`src/rtl/lsu_pkg.sv`:
```
// Shared constants and FSM state type for the load/store unit.
package lsu_pkg;

  localparam logic [2:0] F3_B  = 3'b000;
  localparam logic [2:0] F3_H  = 3'b001;
  localparam logic [2:0] F3_W  = 3'b010;
  localparam logic [2:0] F3_BU = 3'b100;
  localparam logic [2:0] F3_HU = 3'b101;

  localparam logic [1:0] ERR_NONE     = 2'b00;
  localparam logic [1:0] ERR_MISALIGN = 2'b01;
  localparam logic [1:0] ERR_FUNCT3   = 2'b10;
  localparam logic [1:0] ERR_TIMEOUT  = 2'b11;

  typedef enum logic [1:0] {
    IDLE = 2'd0,
    BUS  = 2'd1,
    RESP = 2'd2
  } state_t;

endpackage

```
`src/rtl/lsu_align.sv`:
```
// Byte-lane logic: enables and replicated store data from the request,
// lane extraction and extension of the returned read word.
module lsu_align
  import lsu_pkg::*;
(
  input  logic [2:0]  st_funct3,
  input  logic [1:0]  st_lo,
  input  logic [31:0] st_data,
  output logic [3:0]  be,
  output logic [31:0] st_lanes,
  input  logic [2:0]  ld_funct3,
  input  logic [1:0]  ld_lo,
  input  logic [31:0] rdata,
  output logic [31:0] ld_data
);

  logic [31:0] shifted;

  always_comb begin
    be       = 4'b1111;
    st_lanes = st_data;
    case (st_funct3)
      F3_B, F3_BU: begin
        be       = 4'b0001 << st_lo;
        st_lanes = {4{st_data[7:0]}};
      end
      F3_H, F3_HU: begin
        be       = 4'b0011 << st_lo;
        st_lanes = {2{st_data[15:0]}};
      end
      default: begin
        be       = 4'b1111;
        st_lanes = st_data;
      end
    endcase
  end

  // The addressed byte/halfword is brought down to bit 0 before extension.
  always_comb begin
    shifted = rdata >> {ld_lo, 3'b000};
    case (ld_funct3)
      F3_B:    ld_data = {{24{shifted[7]}}, shifted[7:0]};
      F3_BU:   ld_data = {24'h0, shifted[7:0]};
      F3_H:    ld_data = {{16{shifted[15]}}, shifted[15:0]};
      F3_HU:   ld_data = {16'h0, shifted[15:0]};
      default: ld_data = shifted;
    endcase
  end

endmodule

```
`src/rtl/lsu.sv`:
```
// Load/store unit: one access at a time over a req/ack bus.
// Optional bus-ack timeout fault enabled by defining LSU_TIMEOUT_EN.
module lsu
  import lsu_pkg::*;
#(
  parameter int TIMEOUT_CYCLES = 16
) (
  input  logic        clk,
  input  logic        rst,
  input  logic        ex_valid,
  output logic        ex_ready,
  input  logic        mem_read,
  input  logic        mem_write,
  input  logic [2:0]  funct3,
  input  logic [31:0] addr,
  input  logic [31:0] wdata,
  output logic        done,
  output logic [31:0] load_data,
  output logic        err,
  output logic [1:0]  err_code,
  output logic        bus_req,
  output logic        bus_we,
  output logic [31:0] bus_addr,
  output logic [3:0]  bus_be,
  output logic [31:0] bus_wdata,
  input  logic        bus_ack,
  input  logic [31:0] bus_rdata
);

  // Handshake: a request is taken on a clock edge where ex_valid && ex_ready
  // and a direction bit is set; bus_req holds until the edge sampling bus_ack.
  state_t      state;
  logic        ld_q;
  logic [2:0]  f3_q;
  logic [1:0]  lo_q;
  logic        is_load, f3_bad, misalign;
  logic [3:0]  be_n;
  logic [31:0] lanes_n, load_ext;

`ifdef LSU_TIMEOUT_EN
  localparam int CNT_W = $clog2(TIMEOUT_CYCLES + 1);
  logic [CNT_W-1:0] cnt;
`else
  // Parameter has no effect while the timeout counter is compiled out.
  logic unused_timeout;
  assign unused_timeout = ^TIMEOUT_CYCLES;
`endif

  lsu_align u_align (
    .st_funct3 (funct3),
    .st_lo     (addr[1:0]),
    .st_data   (wdata),
    .be        (be_n),
    .st_lanes  (lanes_n),
    .ld_funct3 (f3_q),
    .ld_lo     (lo_q),
    .rdata     (bus_rdata),
    .ld_data   (load_ext)
  );

  always_comb begin
    is_load  = mem_read;
    f3_bad   = 1'b0;
    misalign = 1'b0;
    case (funct3)
      F3_B:    f3_bad = 1'b0;
      F3_BU:   f3_bad = !is_load;
      F3_H:    misalign = addr[0];
      F3_HU: begin
        f3_bad   = !is_load;
        misalign = addr[0];
      end
      F3_W:    misalign = |addr[1:0];
      default: f3_bad = 1'b1;
    endcase
  end

  always_ff @(posedge clk) begin
    if (rst) begin
      state     <= IDLE;
      ex_ready  <= 1'b1;
      done      <= 1'b0;
      load_data <= '0;
      err       <= 1'b0;
      err_code  <= ERR_NONE;
      bus_req   <= 1'b0;
      bus_we    <= 1'b0;
      bus_addr  <= '0;
      bus_be    <= '0;
      bus_wdata <= '0;
      ld_q      <= 1'b0;
      f3_q      <= '0;
      lo_q      <= '0;
`ifdef LSU_TIMEOUT_EN
      cnt       <= '0;
`endif
    end else begin
      case (state)
        IDLE: begin
          if (ex_valid && ex_ready && (mem_read || mem_write)) begin
            ex_ready <= 1'b0;
            ld_q     <= is_load;
            f3_q     <= funct3;
            lo_q     <= addr[1:0];
            if (f3_bad || misalign) begin
              state     <= RESP;
              done      <= 1'b1;
              err       <= 1'b1;
              err_code  <= f3_bad ? ERR_FUNCT3 : ERR_MISALIGN;
              load_data <= '0;
            end else begin
              state     <= BUS;
              bus_req   <= 1'b1;
              bus_we    <= !is_load;
              bus_addr  <= {addr[31:2], 2'b00};
              bus_be    <= be_n;
              bus_wdata <= lanes_n;
`ifdef LSU_TIMEOUT_EN
              cnt       <= '0;
`endif
            end
          end
        end
        BUS: begin
          if (bus_ack) begin
            state     <= RESP;
            bus_req   <= 1'b0;
            done      <= 1'b1;
            err       <= 1'b0;
            err_code  <= ERR_NONE;
            load_data <= ld_q ? load_ext : 32'h0;
          end
`ifdef LSU_TIMEOUT_EN
          else if (cnt == CNT_W'(TIMEOUT_CYCLES - 1)) begin
            state     <= RESP;
            bus_req   <= 1'b0;
            done      <= 1'b1;
            err       <= 1'b1;
            err_code  <= ERR_TIMEOUT;
            load_data <= '0;
          end else begin
            cnt <= cnt + CNT_W'(1);
          end
`endif
        end
        RESP: begin
          state     <= IDLE;
          done      <= 1'b0;
          ex_ready  <= 1'b1;
          load_data <= '0;
          err       <= 1'b0;
          err_code  <= ERR_NONE;
        end
        default: state <= IDLE;
      endcase
    end
  end

endmodule

```
`config.mk`:
```
export PLATFORM = sky130hd
export DESIGN_NAME = lsu
export DESIGN_NICKNAME = d
export VERILOG_FILES = /design/src/rtl/lsu_pkg.sv /design/src/rtl/lsu_align.sv /design/src/rtl/lsu.sv
export SDC_FILE = /design/constraint.sdc
export NUM_CORES = 1
export LEC_CHECK = 0
export CORE_MARGIN = 2
export CORE_UTILIZATION = 50
export DETAILED_ROUTE_END_ITERATION = 16
export DONT_BUFFER_PORTS = 1
export PLACE_DENSITY = 0.64
export SLEW_MARGIN = 10
export SYNTH_ARGS = -nofsm -noshare
export SYNTH_HDL_FRONTEND = slang
export SYNTH_HIERARCHICAL = 1
export SYNTH_SLANG_ARGS = --single-unit
```
`constraint.sdc`:
```
create_clock -name clk -period 2.2 [get_ports clk]
set_clock_uncertainty 0.2 [all_clocks]
set_input_delay 0.44 -clock clk [delete_from_list [all_inputs] [get_ports clk]]
set_output_delay 0.44 -clock clk [all_outputs]
set_load 0.05 [all_outputs]
```
==> reports/summary.md, run 1 <==
The flow ran to the end, and the final reports show no timing, DRC or antenna violations. Measured along the y axis, the die boundary spans 117 um. The buffer type at the clock tree root was clkbuf_16.

Walking the worst path, the cells encountered are inv_1, ha_2, nand2_2, or2_4, o21ai_0. The worst setup path is captured at a register. The detailed-router iteration count before antenna repair is 4, and the weighted congestion reported at the end of routability-driven placement is 0.879.

Wires add up to 16600 um. The internal power of the cells totals 0.00436 W. Highest-delay cell along the critical path: or2_4.

For the finished layout, the period the worst path requires is 2060 ps. The number of distinct library cells after synthesis is 48. The worst setup path is launched from a register. The logs give 0 for the final hold violation count and 868 for the layout net count. The DRC violation count after routing is 0, and the sum of negative setup slack is 0 ps.

Cells fill 58.0% of the core in the end. The logs give 10600 um for the placed wire-length estimate and 41 for the cell row count. Yosys printed 6 warnings. After clock tree synthesis, the setup repair step added 0 buffers. The run gives 140 ps as the register-to-register setup slack.

In this run the cell area of the synthesized design comes to 6340 um2. For this run, asynchronously set or reset flops after synthesis account for 0%. The run gives 212 as the top-level port count. For the number of endpoints failing setup at the final stage, the log shows 0. The logs give 5237 for the count of vias placed by the detailed router and 4840 for the number of global-route vias before repair. Dividing the final minimum period by the clock period gives 93.4%. Once detail routing completed, the nets flagged for antenna violations numbered 0. The total CTS buffers was 17; the clock-pin transition on the worst setup and hold timing paths was 50 ps. Max-cap violations in this run came to 0.

Counting flops with a built-in enable in the synthesized netlist gives 0. After global routing the overflow that remains totals 0. The worst supply voltage drop on vdd was 0.000674 V; the sequential fraction of design power was 40.2%. The clock passes through at most 2 buffers. The critical path is of the register to register type. The worst hold path endpoint is bus_addr[17].

In this run the mean area of a mapped cell was 8.33 um2. Worst path buffer plus inverter count: 1. Net switching is 29.5% of the power. Setup repair after global routing left no endpoint under its margin. The first global-routing pass estimated 25000 um of wire. Derived from the worst setup path, the maximum achievable clock frequency is 0.487 GHz. The die covers 13600 um2.

The switching power summed over all nets is 0.00182 W. Count of antenna diodes in the layout: 0. The worst register-to-register path has a depth of 5.

The via density per instance was 5.55. After the first detailed-routing iteration, the DRC count stood at 493. The part of the total power dissipated in the clock network is 42.8%.

For this run, the leading register cell type out of synthesis is dfxtp_1. Origin of the critical flop-to-flop path: state[1]. The post-synthesis to final-layout area growth was 14.6%. TritonCTS built the clock tree. For the share of the yosys chip area belonging to registers, the log shows 35.7%.

The maximum number of pins on one net before global-route repair came out at 172. The final max-slew violation count is 0. The layout has 1137 filler cells. Measured against its own limit, the worst slew margin works out to 53.6%.

The endpoint identified for the worst register-to-register timing path is bus_addr[18]. The required time at the endpoint of the critical path was 2250 ps; the starting density of the core was 50.6%. The share of cells above drive strength 1 works out to 10.5%.

In this run the power density over the cells is 852 nW/um2. Global routing used 23.5% of the available tracks across all layers. The worst hold-check path type is primary input to register.

During placement, the flow inserted port buffers numbering 0. The region available for standard cell placement spans 12500 um2. The arrival time reported for the critical path endpoint was 2100 ps; the x dimension of the die was 117 um. Combinational cells account for 17.0% of the total power. At the pin with the least slew margin, the transition time is 696 ps. Among cell families on the critical path, the largest total delay comes from simple AND/OR/NAND/NOR gates.

Counting flops and latches in the post-synthesis netlist gives 113. The tools report the H-tree level count as 4. The peak per-stage delay on the critical path was 570 ps; the maximum fanout along the worst path was 68. The source of the worst hold timing path was addr[17]. CTS saw 113 sinks. After detailed routing, the average wire length per cell comes to 17.6 um. The hold-critical path depth is 2, and the clock network latency to the later pin of the worst-skew pair is 410 ps. For this design the static power due to leakage is 2.69 nW.

The run gives 0 as the number of antenna violations at the first check in global routing. The cell count after synthesis came out at 761.
-- power groups by stage --
stage          clock (W)  combinational (W)  sequential (W)
2_1_floorplan          0           0.000889         0.00250
3_3_place_gp           0           0.000953         0.00252
3_5_place_dp           0           0.000967         0.00253
4_1_cts          0.00271            0.00104         0.00248
5_1_grt          0.00279            0.00115         0.00250
6_report         0.00265            0.00105         0.00249
-- cell usage in the layout, fill, tap and decap left out, types with 9 or more instances in the layout --
cell           count
dfxtp_1          113
nand2_1           50
nor2b_1           78
nand2b_1         103
dlygate4sd3_1     42
o21ai_1           22
a21oi_1           31
or2_2             10
a211oi_1           9
o21ai_0          119
clkbuf_16         17
nor2_1             9
mux2i_1           59
mux2_2            17
-- state kept, by name, summed over array words and instances, names as in the netlist --
signal and cells:
err_code 2, ld_q 1, bus_req 1, f3_q 3, bus_be 4, bus_addr 30
bus_wdata 32, lo_q 2, load_data 32, ex_ready 1, bus_we 1, done 1
err 1, state 2
-- synth_stat cells, drive strengths merged (7+ instances only) --
cell type / count / area (um2)
a211oi: 9 / 67.6
nor2: 13 / 61.3
nor2b: 78 / 488
dfxtp: 113 / 2260
nand2b: 103 / 644
a21oi: 33 / 173
buf: 31 / 238
o2bb2ai: 8 / 70.1
nand2: 51 / 191
mux2i: 59 / 591
or2: 11 / 71.3
mux2: 20 / 233
o21ai: 143 / 723
clkbuf: 43 / 164
nand3: 7 / 35.0
o22ai: 8 / 50.1
-- how the worst max path moves through the flow --
stage                  start             to  slack (ps)  depth (start not counted)
global route        state[1]    bus_addr[8]          10                          5
finish              state[1]   bus_addr[18]         140                          5
floorplan           ex_ready  bus_wdata[15]         200                          6
detailed placement  state[1]   bus_addr[18]          40                          5
CTS                 state[1]   bus_addr[18]          40                          5
global placement    state[0]      bus_be[2]         170                          5
-- stage by stage --
stage               hold WS [ps]  total power, W  instance area [um2]  std cells  setup WS (ps)
finish                      15.7         0.00619                 7260        943            145
global route                4.85         0.00643                 7260        943           11.5
CTS                        0.318         0.00623                 7260        943           39.3
detailed placement           294         0.00349                 6270        870           41.6
global placement             279         0.00348                 6270        870            174
floorplan                    241         0.00339                 6340        762            200
-- cell type report --
class / instances / area (um2) / area share, %
Clock buffer: 25 / 485 / 6.68
Multi-Input combinational cell: 569 / 3680 / 50.6
Inverter: 6 / 22.5 / 0.310
Clock inverter: 6 / 80.1 / 1.10
Timing Repair Buffer: 52 / 520 / 7.17
Tap cell: 172 / 215 / 2.96
Sequential cell: 113 / 2260 / 31.1
-- layer usage --
metal	vias up	part of all wire, %	global-route usage [%]
li1	2576	-	-
met1	2446	44	29.9
met2	184	45	35.9
met3	31	8.3	8.98
met4	0	2.6	9.73
met5	-	0	0
-- timing repair --
| item | 4_1_cts | 5_1_grt |
|---|---|---|
| hold endpoints to repair | 47 | 0 |
| setup endpoints to repair | 0 | 58 |
| gates resized for setup | 0 | 3 |
| hold buffers | 42 | 0 |
-- kinds of logic (layout without fill, tap and decap cells) --
kind of cell	count (synthesis)	count (layout)	share of synthesized area, %
mux	79	79	13.0
fa+ha+maj	4	4	0.789
buf+inv	80	89	6.69
xor+xnor	1	1	0.138
other cells	1	2	0.0591
simple gates	271	271	24.6
flops	113	113	35.7
compound gates	212	212	19.1
-- worst reg2reg max path, delay by kind of cell (launching register included) --
family | cells | cell delay, ps
and+or+nand+nor | 2 | 700
buffers and inverters | 1 | 90
adders and majority gates | 1 | 260
AOI/OAI and AO/OA | 1 | 280
DFF | 1 | 380
Power figures use the tool's default switching activity.
==> run 2: changes to the inputs <==
--- a/constraint.sdc
+++ b/constraint.sdc
@@ -4,2 +4,2 @@
 set_output_delay 0.44 -clock clk [all_outputs]
-set_load 0.05 [all_outputs]
+set_load 0.01 [all_outputs]
==> reports/summary.md, run 2 (synthesis results as in run 1) <==
The run finished with clean final reports. The maximum fanout along the worst path works out to 9 (was 68). The buffer type at the clock tree root was clkbuf_16 (unchanged).

For the register-to-register setup slack, the log shows 170 ps (was 140 ps). Critical path's top delay family: buffers and inverters (was simple AND/OR/NAND/NOR gates). Leading registers by flop count: bus_wdata (32), load_data (32), bus_addr (30) (unchanged). The static leakage was 2.68 nW (was 2.69 nW). TritonCTS built the clock tree.

The number of maximum-capacitance violations came out at 0 (unchanged). The endpoint kind of the worst setup timing path is a register (unchanged). Final-layout worst hold slack: 9.05 ps (was 15.7 ps). The run gives 941 (was 943) as the final cell count without fillers. Highest-delay cell along the critical path: dlygate4sd3_1 (was or2_4).

The most common library cell in the layout ignoring fill and taps was o21ai_0 (unchanged). The logs give 0 ps (unchanged) for the sum of negative setup slack and 171 (was 172) for the maximum number of pins on one net before global-route repair. The run gives 4805 (was 4840) as the number of global-route vias before repair. For the area inside the core boundary, the log shows 12500 um2 (unchanged).

Final hold violation count: 0 (unchanged). The count of vias placed by the detailed router was 5188 (was 5237). Commonest cells after routing, fill and taps aside: o21ai_0 (121), dfxtp_1 (113), nand2b_1 (103) (was o21ai_0 (119), dfxtp_1 (113), nand2b_1 (103)). For the worst supply voltage drop on vdd, the log shows 0.000517 V (was 0.000674 V).

H-tree level count: 4 (unchanged). The maximum buffer depth of the clock tree was 2 (unchanged). The worst reg2reg path depth was 6 (was 5); the peak per-stage delay on the critical path was 580 ps (was 570 ps). The top-level port count is 212 (unchanged). The number of antenna violations at the first check in global routing came out at 0 (unchanged). Via density per instance: 5.51 (was 5.55). For the number of clock sinks seen by CTS, the log shows 113 (unchanged). The run gives 0 (unchanged) as the residual overflow from global routing. The height of the die was 117 um (unchanged); the count of antenna diodes in the layout was 0 (unchanged). The detailed-router iteration count before antenna repair was 4 (unchanged); the wire length of the first global-routing pass was 25200 um (was 25000 um). The worst flop-to-flop path endpoint was lo_q[1] (was bus_addr[18]). Worst slew margin relative to its limit: 61.3% (was 53.6%). The worst hold-check path type is primary input to register (unchanged).

The number of nets with antenna violations after detailed routing was 0 (unchanged). Total CTS buffers: 17 (unchanged). The area of the die is 13600 um2 (unchanged), and the post-synthesis to final-layout area growth is 14.2% (was 14.6%). The logs give 866 (was 868) for the layout net count and 0 (unchanged) for the post-CTS setup buffer count. The arrival time reported for the critical path endpoint was 2120 ps (was 2100 ps).

The transition time at the pin with the least slew margin was 578 ps (was 696 ps); the sum of internal, switching and leakage power was 0.00596 W (was 0.00619 W). The hold-critical path depth is 2 (unchanged). Origin of the critical flop-to-flop path: state[0] (was state[1]). The port buffer count works out to 0 (unchanged). The launching element type of the critical path is a register (unchanged). Source of the worst hold timing path: addr[26] (was addr[17]). Placed wire-length estimate: 10700 um (was 10600 um). For the placed cell count, the log shows 870 (unchanged).

The clock network latency to the later pin of the worst-skew pair is 410 ps (about the same). The average wire per standard cell was 18.0 um (was 17.6 um). The startpoint-to-endpoint class of the critical path is register to register (unchanged). For the final max-slew violation count, the log shows 0 (unchanged).

The utilization after layout is 57.8% (was 58.0%). The worst hold path endpoint is bus_addr[26] (was bus_addr[17]). Starting density of the core: 50.6% (unchanged).

The clock-pin transition on the worst setup and hold timing paths works out to 50 ps (about the same). The power density normalized to cell area is 822 nW/um2 (was 852 nW/um2). The x dimension of the die was 117 um (unchanged). Critical path cell sequence: inv_1, ha_1, nand2_2, nand2_1, a21oi_1, dlygate4sd3_1 (was inv_1, ha_2, nand2_2, or2_4, o21ai_0).

The run gives 41 (unchanged) as the cell row count. The run gives 419 (was 493) as the number of DRC markers in iteration 0. The worst path buffer plus inverter count works out to 2 (was 1).

The peak clock frequency supported by timing is 0.492 GHz (was 0.487 GHz). The weighted congestion reported at the end of routability-driven placement was 0.872 (was 0.879); the required time at the endpoint of the critical path was 2290 ps (was 2250 ps). For the number of endpoints failing setup at the final stage, the log shows 0 (unchanged). The run gives 23.6% (was 23.5%) as the overall global routing resource usage.

The final critical-path share of the clock period was 92.3% (was 93.4%); the shortest clock period the worst path allows after layout was 2030 ps (was 2060 ps). The total wire length after detailed routing came out at 17000 um (was 16600 um). Setup repair after global routing left no endpoint under its margin. The DRC violation count after routing came out at 0 (unchanged). The share of cells above drive strength 1 works out to 11.2% (was 10.5%).
-- run 2: cell types whose count changed in the layout (fill, tap and decap cells not counted), moves of 2 or more --
cell	before	now
o21ai_0	119	121
clkinv_2	4	6
clkinvlp_4	0	3
dlygate4sd3_1	42	39
clkbuf_1	5	0
o21ai_1	22	20
-- run 2: worst max path at each step --
stage             start             to  slack [ps]  cells after the start
2_1_floorplan  state[0]    err_code[1]         280                      7
3_3_place_gp   mem_read  bus_wdata[26]         160                      4
3_5_place_dp   state[0]   bus_addr[26]          50                      5
4_1_cts        state[0]    bus_addr[3]          40                      5
5_1_grt        state[0]        lo_q[1]          40                      6
6_report       state[0]        lo_q[1]         170                      6
-- run 2: worst register-to-register path, stage by stage, from the launching register on --
cell	delay (ps)
dfxtp_1	330
inv_1	120
ha_1	320
nand2_2	190
nand2_1	110
a21oi_1	60
dlygate4sd3_1	590
-- run 2: per-stage QoR --
step           area [um2]  worst slack [ps]
2_1_floorplan        6340               283
3_3_place_gp         6260               156
5_1_grt              7240              38.8
3_5_place_dp         6260              54.4
4_1_cts              7230              36.8
6_report             7240               169
-- run 2: cell type report --
| cell class | instances | area, um2 |
|---|---|---|
| multi-input cells | 570 | 3680 |
| clock buffers | 20 | 467 |
| flip-flops and latches | 113 | 2260 |
| inverters | 6 | 22.5 |
| fillers | 1129 | 5280 |
| repair buffers | 49 | 478 |
| well taps | 172 | 215 |
| clock inverters | 11 | 113 |
-- run 2: timing repair --
item,CTS,global route
endpoints found under the setup margin,0,62
gates resized for setup,0,1
endpoints found under the hold margin,45,0
hold buffers,39,0
-- run 2: where the power goes --
| part | leakage, nW | switching [W] | internal, W |
|---|---|---|---|
| Sequential | 0.915 | 0.000116 | 0.00214 |
| Combinational | 1.48 | 0.000559 | 0.000466 |
| Clock | 0.283 | 0.000936 | 0.00173 |
-- run 2: metal layers --
metal / GRT usage, % / wire (um)
met2: 36.3 / 7660
met3: 8.61 / 1540
met4: 9.73 / 351
met1: 30.0 / 7430
met5: 0 / 0
==> run 3: changes to the inputs <==
CELL_PAD_IN_SITES_DETAIL_PLACEMENT = 1   (was unset)
CELL_PAD_IN_SITES_GLOBAL_PLACEMENT = 1   (was unset)
CORE_UTILIZATION = 46   (was 50)
CTS_CLUSTER_DIAMETER = 150   (was unset)
PLACE_DENSITY = 0.79   (was 0.64)
==> reports/summary.md, run 3 (synthesis results as in run 1) <==
Endpoint kind of the worst setup timing path: a register (unchanged). The maximum fanout along the worst path is 34 (was 9), and the placed wire-length estimate is 11900 um (was 10700 um). For the clock network latency to the later pin of the worst-skew pair, the log shows 400 ps (was 410 ps). The run finished with clean final reports.

The number of maximum-capacitance violations was 0 (unchanged); the power density normalized to cell area was 841 nW/um2 (was 822 nW/um2). TritonCTS built the clock tree. The run gives 0.000500 V (was 0.000517 V) as the worst supply voltage drop on vdd. Startpoint-to-endpoint class of the critical path: register to register (unchanged). The worst flop-to-flop path endpoint is bus_we (was lo_q[1]).

Met3 track utilization from global routing: 8.93% (was 8.61%). The utilization after layout came out at 54.5% (was 57.8%). The tools report the placed cell count as 871 (was 870). Leading registers by flop count: bus_wdata (32), load_data (32), bus_addr (30) (unchanged). For the number of nets with antenna violations after detailed routing, the log shows 0 (unchanged). The number of global-route vias before repair was 5535 (was 4805). The register-to-register setup slack was 90 ps (was 170 ps). Buffer type at the clock tree root: clkbuf_16 (unchanged). The total CTS buffers is 17 (unchanged).

The tools report the layout net count as 863 (was 866). The worst setup path startpoint was ex_ready (was state[0]). The run gives 5376 (was 5188) as the count of vias placed by the detailed router. The top-level port count was 212 (unchanged).

The number of antenna violations at the first check in global routing is 1 (was 0), and the H-tree level count is 4 (unchanged). Final hold violation count: 0 (unchanged). The maximum number of pins on one net before global-route repair was 172 (was 171); the total number of cells along the worst setup path was 4 (was 6). Weighted congestion reported at the end of routability-driven placement: 0.946 (was 0.872). For the peak clock frequency supported by timing, the log shows 0.474 GHz (was 0.492 GHz).

End of the critical path: bus_we (was lo_q[1]). The tools report the launching element type of the critical path as a register (unchanged). The static leakage is 2.69 nW (was 2.68 nW). The share of cells above drive strength 1 is 11.1% (was 11.2%), and the arrival time reported for the critical path endpoint is 2230 ps (was 2120 ps). The post-synthesis to final-layout area growth was 14.7% (was 14.2%). The most common library cell in the layout ignoring fill and taps is o21ai_0 (unchanged). The origin of the critical flop-to-flop path was ex_ready (was state[0]).

The worst path buffer plus inverter count is 0 (was 2). The worst reg2reg path depth is 4 (was 6). The final max-slew violation count is 0 (unchanged).

The run gives 41.8% (was 36.3%) as the met2 demand-to-capacity share in global routing. The via density per instance came out at 5.70 (was 5.51). The wire length of the first global-routing pass is 29600 um (was 25200 um), and the area of the die is 14700 um2 (was 13600 um2). The run gives 19400 um (was 17000 um) as the total wire length after detailed routing. The critical path's top delay family was simple AND/OR/NAND/NOR gates (was buffers and inverters). The met1 usage is 31.1% (was 30.0%).

The DRC violation count after routing was 0 (unchanged); the number of clock sinks seen by CTS was 113 (unchanged). The run gives 0 (unchanged) as the count of antenna diodes in the layout. Most used routing layer: met2 (unchanged).

The final cell count without fillers is 943 (was 941), and the height of the die is 121 um (was 117 um). The residual overflow from global routing is 0 (unchanged), and the x dimension of the die is 121 um (was 117 um). The port buffer count came out at 0 (unchanged). Critical path cell sequence: o211a_2, nand2_2, or2_2, a211oi_1 (was inv_1, ha_1, nand2_2, nand2_1, a21oi_1, dlygate4sd3_1). The detailed-router iteration count before antenna repair was 5 (was 4); the shortest clock period the worst path allows after layout was 2110 ps (was 2030 ps). The run gives 42 (was 41) as the cell row count.

For the starting density of the core, the log shows 47.5% (was 50.6%). For the maximum buffer depth of the clock tree, the log shows 2 (unchanged). The worst slew margin relative to its limit is 49.1% (was 61.3%), and the area inside the core boundary is 13300 um2 (was 12500 um2).

The final critical-path share of the clock period works out to 95.9% (was 92.3%). Highest-delay cell along the critical path: or2_2 (was dlygate4sd3_1). The number of DRC markers in iteration 0 is 308 (was 419). The average wire per standard cell came out at 20.6 um (was 18.0 um). Commonest cells after routing, fill and taps aside: o21ai_0 (121), dfxtp_1 (113), nand2b_1 (103) (unchanged).

The required time at the endpoint of the critical path is 2320 ps (was 2290 ps), and the sum of internal, switching and leakage power is 0.00611 W (was 0.00596 W). The logs give 0 (unchanged) for the number of endpoints failing setup at the final stage and 0 ps (unchanged) for the sum of negative setup slack. The worst hold-check path type was primary input to register (unchanged). The peak per-stage delay on the critical path came out at 620 ps (was 580 ps). The tools report the final-layout worst hold slack as 1.86 ps (was 9.05 ps). The clock-pin transition on the worst setup and hold timing paths works out to 50 ps (about the same).

The transition time at the pin with the least slew margin works out to 764 ps (was 578 ps). The tools report the source of the worst hold timing path as addr[7] (was addr[26]). The overall global routing resource usage is 25.4% (was 23.6%).
==> run 3: power breakdown <==
group	switching, W	internal (W)
combinational	0.000627	0.000500
clock	0.000929	0.00179
sequential	0.000121	0.00214
total	0.00168	0.00444
==> run 3: repair_timing <==
action,in CTS,in global routing
setup buffers,0,2
hold endpoints to repair,43,0
hold buffers,36,0
endpoints found under the setup margin,0,2
resized for setup,0,1
==> run 3: worst min-delay path by stage <==
stage | end | slack, ps | depth (start not counted)
6_report | bus_addr[7] | 2 | 2
2_1_floorplan | lo_q[0] | 240 | 2
4_1_cts | bus_addr[21] | 1 | 2
3_5_place_dp | f3_q[2] | 290 | 2
3_3_place_gp | f3_q[2] | 270 | 2
5_1_grt | lo_q[0] | 7 | 2
==> run 3: metrics by stage <==
step           cell area (um2)  setup WS, ps
2_1_floorplan             6340           283
3_3_place_gp              6270           207
3_5_place_dp              6270           141
4_1_cts                   7220           110
5_1_grt                   7270         -6.32
6_report                  7270          90.8
==> run 3: area by class of cell <==
| cell class | instances | area (um2) |
|---|---|---|
| clock buffer | 20 | 447 |
| clock inverter | 12 | 140 |
| fill | 1566 | 6080 |
| inverter | 6 | 22.5 |
| multi-input combinational | 570 | 3690 |
| sequential | 113 | 2260 |
| tap | 176 | 220 |
| timing repair buffer | 46 | 490 |
==> run 3: layer usage <==
metal	part of all wire [%]	vias up
li1	-	2572
met1	41	2592
met3	8.7	26
met4	1.4	2
met2	49	184
met5	0.067	-
